[src/rtl/mux161_rr_arbiter.sv]
// Round-robin arbiter driving the 4-bit select of a 16:1 single-bit mux.
// Grants one requester at a time, bounds hold time and inserts a one-cycle gap between owners.
module mux161_rr_arbiter #(
    parameter int unsigned HOLD_MAX = 8
) (
    input  logic        clk,
    input  logic        rst_n,
    input  logic        en,
    input  logic [15:0] req,
    output logic [15:0] gnt,
    output logic [3:0]  sel,
    output logic        valid,
    output logic        busy
);

    typedef enum logic [1:0] {
        IDLE  = 2'd0,
        GRANT = 2'd1,
        GAP   = 2'd2
    } state_t;

    localparam logic [7:0] HOLD_LIMIT = 8'(HOLD_MAX);

    state_t      r_state;
    state_t      w_nextState;
    logic [15:0] r_gnt;
    logic [15:0] w_nextGnt;
    logic [3:0]  r_sel;
    logic [3:0]  w_nextSel;
    logic [3:0]  r_ptr;
    logic [3:0]  w_nextPtr;
    logic [7:0]  r_holdCnt;
    logic [7:0]  w_nextHoldCnt;
    logic [3:0]  w_winner;
    logic        w_anyReq;
    logic        w_release;

    // Scan from the highest offset down so the nearest request at or after ptr wins.
    always_comb begin
        w_winner = r_ptr;
        for (int j = 15; j >= 0; j--) begin
            if (req[r_ptr + 4'(j)]) begin
                w_winner = r_ptr + 4'(j);
            end
        end
    end

    assign w_anyReq  = |req;
    assign w_release = !req[r_sel] || ((HOLD_MAX != 0) && (r_holdCnt == HOLD_LIMIT));

    always_ff @(posedge clk or negedge rst_n) begin
        if (!rst_n) begin
            r_state   <= IDLE;
            r_gnt     <= '0;
            r_sel     <= '0;
            r_ptr     <= '0;
            r_holdCnt <= '0;
        end else begin
            r_state   <= w_nextState;
            r_gnt     <= w_nextGnt;
            r_sel     <= w_nextSel;
            r_ptr     <= w_nextPtr;
            r_holdCnt <= w_nextHoldCnt;
        end
    end

    always_comb begin
        w_nextState   = r_state;
        w_nextGnt     = r_gnt;
        w_nextSel     = r_sel;
        w_nextPtr     = r_ptr;
        w_nextHoldCnt = r_holdCnt;
        case (r_state)
            IDLE, GAP: begin
                if (en && w_anyReq) begin
                    w_nextState   = GRANT;
                    w_nextSel     = w_winner;
                    w_nextGnt     = 16'd1 << w_winner;
                    w_nextHoldCnt = 8'd1;
                end else begin
                    w_nextState = IDLE;
                    w_nextGnt   = '0;
                end
            end
            GRANT: begin
                // ptr only advances here, so idle periods never disturb fairness.
                if (w_release) begin
                    w_nextState = GAP;
                    w_nextGnt   = '0;
                    w_nextPtr   = r_sel + 4'd1;
                end else if (r_holdCnt != 8'hFF) begin
                    w_nextHoldCnt = r_holdCnt + 8'd1;
                end
            end
            default: begin
                w_nextState = IDLE;
                w_nextGnt   = '0;
            end
        endcase
    end

    assign gnt   = r_gnt;
    assign sel   = r_sel;
    assign valid = |r_gnt;
    assign busy  = (r_state != IDLE);

endmodule
[config.mk]
export PLATFORM = sky130hd
export DESIGN_NAME = mux161_rr_arbiter
export DESIGN_NICKNAME = d
export VERILOG_FILES = /design/src/rtl/mux161_rr_arbiter.sv
export SDC_FILE = /design/constraint.sdc
export NUM_CORES = 1
export LEC_CHECK = 0
export CAP_MARGIN = 30
export CORE_UTILIZATION = 59
export CTS_CLUSTER_SIZE = 28
export DETAILED_ROUTE_END_ITERATION = 10
export PLACE_DENSITY = 0.85
export RECOVER_POWER = 25
export SKIP_LAST_GASP = 1
export SLEW_MARGIN = 15
export SYNTH_ARGS = -nofsm -noshare
export SYNTH_HDL_FRONTEND = slang
export SYNTH_SLANG_ARGS = --single-unit
[constraint.sdc]
create_clock -name clk -period 5.2 [get_ports clk]
set_input_delay 1.56 -clock clk [delete_from_list [all_inputs] [get_ports clk]]
set_output_delay 1.56 -clock clk [all_outputs]
set_load 0.02 [all_outputs]
==> impl_metrics.csv <==
group,metric,value,unit
finish,multiInputGateArea,3240,um2
sta,fmax,206,MHz
finish,num_antenna_cells,0,
logic_synthesis,synth_nets,490,
clocking,cts_max_level,2,
critical_path,r2r_cells,13,
clocking,hold_buffers,0,
clocking,clkTransAtPathRegs,0.06,ns
run_status,violations,"capacitance limit, slew limit",
finish,areaGrowthSynthToFinish,11.6,%
drt,final_antenna_net_count,0,
grt,gr-total-overflow,0,
placed_design,gp_congestion,0.984,
clocking,cts_num_sinks,34,
logic_synthesis,postSynthCellCount,461,
drt,routed_via_density,6.96,
sta,tightest_slew,1.74,ns
sta,min_period,4.86,ns
logic_synthesis,synth_edf_count,0,
clocking,root_buffer,"clkbuf_8",
floorplan,core,6940,um2
grt,grt_pass1_wl,19900,um
critical_path,crit_fanout,12,
critical_path,arrival,5.08,ns
floorplan,die_w,87.9,um
finish,drive_above_1_share,17.3,%
sta,drv_slew,35,
worst_hold_path,whs_path_depth,2,
clocking,cts_buffers,5,
critical_path,critPathLaunchType,"primary input",
grt,antenna_found_initial,0,
finish,final_util,69.9,%
clocking,cts_max_path_buffers,2,
floorplan,ios,41,
floorplan,rows,30,
logic_synthesis,synth_warnings,0,
drt,routed_wl,12400,um
drt,post_drt_wl_per_cell,21.3,um
placed_design,port_buffers,40,
job,drv_cap,1,
floorplan,die_height,87.9,um
drt,vias,4052,
sta,relSlewSlack,-16.1,%
clocking,post-cts-setup-buffers,0,
finish,fillerInstances,537,
logic_synthesis,synth_cell_types,68,
sta,fin_tns_setup,0,ns
sta,finalClockSkew,0.00585,ns
critical_path,cp.required,5.41,ns
clocking,insertion_delay,0.28,ns
finish,final_nets,515,
sta,period_share,93.5,%
logic_synthesis,yosys_register_bits,34,
logic_synthesis,synth_area,4350,um2
critical_path,worst-setup-path-type,"primary input to register",
grt,first_global_vias,3944,
sta,finalHoldViolCount,0,
sta,finalSetupViolCount,0,
worst_hold_path,worstHoldPathType,"register to register",
run_status,status,"finished, violations left",
grt,grt_max_degree,35,
clocking,cts_tree,"built",
clocking,post_cts_resized,0,
floorplan,dieArea,7720,um2
drt,dr.pass1.iters,5,
critical_path,cp-end-kind,"register",
placed_design,dpl.hpwl,9090,um
finish,regArea,851,um2
logic_synthesis,ys.flop_type,"dfrtp_1",
sta,rsz0062_at_grt,"false",
logic_synthesis,ys_seq_area_share,19.6,%
logic_synthesis,synth_area_per_cell,9.44,um2
drt,drc,0,
logic_synthesis,async_reset_ff_share,100,%
grt,grt.total_usage,34.0,%
drt,drt-initial-drc-count,372,
floorplan,initial_core_util,62.7,%
## sequential cells by signal, indices dropped and copies added, names as in the netlist
name and flops:
gnt 16, r_holdCnt 8, r_ptr 4, r_state 2, sel 4
## per-stage QoR
step                area, um2  setup WS (ns)  hold slack, ns  std cells
floorplan                4350           1.05           0.519        461
global placement         4780          0.175           0.501        575
detailed placement       4780          0.107           0.513        575
CTS                      4860          0.386           0.528        582
global route             4860          0.148           0.563        582
finish                   4860          0.339           0.527        582
## worst max-delay path, cell delays in order
cell and delay, ns:
clkdlybuf4s50_1 0.67, mux4_2 0.65, mux2i_2 0.34, mux2i_2 0.19, a211oi_1 0.36, a2111o_1 0.19
a31oi_1 0.12, o41ai_4 0.49, nor3b_4 0.32, a22o_1 0.17
## cells in the mapped netlist, drive strengths merged (2+ instances only)
master / number / area, um2
and2: 2 / 12.5
nand2: 33 / 124
and3: 4 / 25.0
ha: 10 / 125
mux4: 35 / 788
o21bai: 2 / 15.0
a21o: 5 / 37.5
o221ai: 4 / 35.0
nor3b: 2 / 26.3
buf: 16 / 115
dfrtp: 34 / 851
o211a: 2 / 20.0
nor2b: 6 / 37.5
o21ai: 24 / 120
clkbuf: 19 / 71.3
a22o: 8 / 70.1
mux2i: 40 / 415
nand4: 8 / 50.1
a21oi: 11 / 55.1
nand3: 14 / 70.1
nand4b: 2 / 17.5
nor2: 42 / 158
nor3: 12 / 65.1
xnor2: 7 / 83.8
o21a: 4 / 30.0
nand2b: 6 / 37.5
a31oi: 4 / 25.0
mux2: 21 / 236
a22oi: 2 / 15.0
o22ai: 4 / 25.0
o2111ai: 3 / 26.3
inv: 17 / 63.8
and4b: 2 / 20.0
o211ai: 2 / 15.0
clkinv: 2 / 7.51
o22a: 2 / 17.5
o32ai: 3 / 26.3
xor2: 13 / 114
a211oi: 7 / 52.6
o31ai: 3 / 36.3
nor4: 8 / 50.1
## cells by family after synthesis
family	synth area share, %
simple gates	17.1
compound gates	17.0
mux	33.1
buf+inv	5.92
flops	19.6
xor+xnor	4.54
fa+ha+maj	2.88
## layout make-up
class	count	area share, %
Tap cell	96	2.47
Sequential cell	34	17.5
Multi-Input combinational cell	373	66.8
Timing Repair Buffer	53	10.2
Clock buffer	7	1.57
Inverter	19	1.47
## cells in the final DEF, fill, tap and decap left out, types with 5 or more instances in the layout
cell type        count
nand2b_1             6
mux4_2              35
nor2b_1              6
a21oi_1             11
nand3_1             14
dfrtp_1             34
a21o_1               5
nor4_1               8
nor3_1              11
nand2_1             33
o21ai_0             15
nor2_1              42
clkdlybuf4s50_1     39
nand4_1              8
mux2i_1             36
xor2_1              13
a22o_1               8
mux2_2              17
o21ai_1              9
ha_1                10
inv_1               15
buf_4               12
a211oi_1             7
clkbuf_8             5
## path summary, 6_finish.rpt
path	from	end	slack, ns
worst max-delay path	req[2]	gnt[11]	0.34
worst min register to register	gnt[12]	gnt[12]	0.53
max in group asynchronous	rst_n	gnt[12]	1.92
min in group asynchronous	rst_n	gnt[1]	2.27
worst min-delay path	gnt[12]	gnt[12]	0.53
worst max register to register	r_ptr[0]	gnt[11]	1.02
## routing by layer
layer	up-vias	share of wire [%]	track usage, %
met4	0	2.1	9.54
met1	1974	43	48.9
li1	1821	-	-
met5	-	0	0
met2	228	47	53.9
met3	29	8.4	4.71
Power is not shown: default switching activity piles up to over one toggle a cycle in this logic, so the estimate is an artifact.
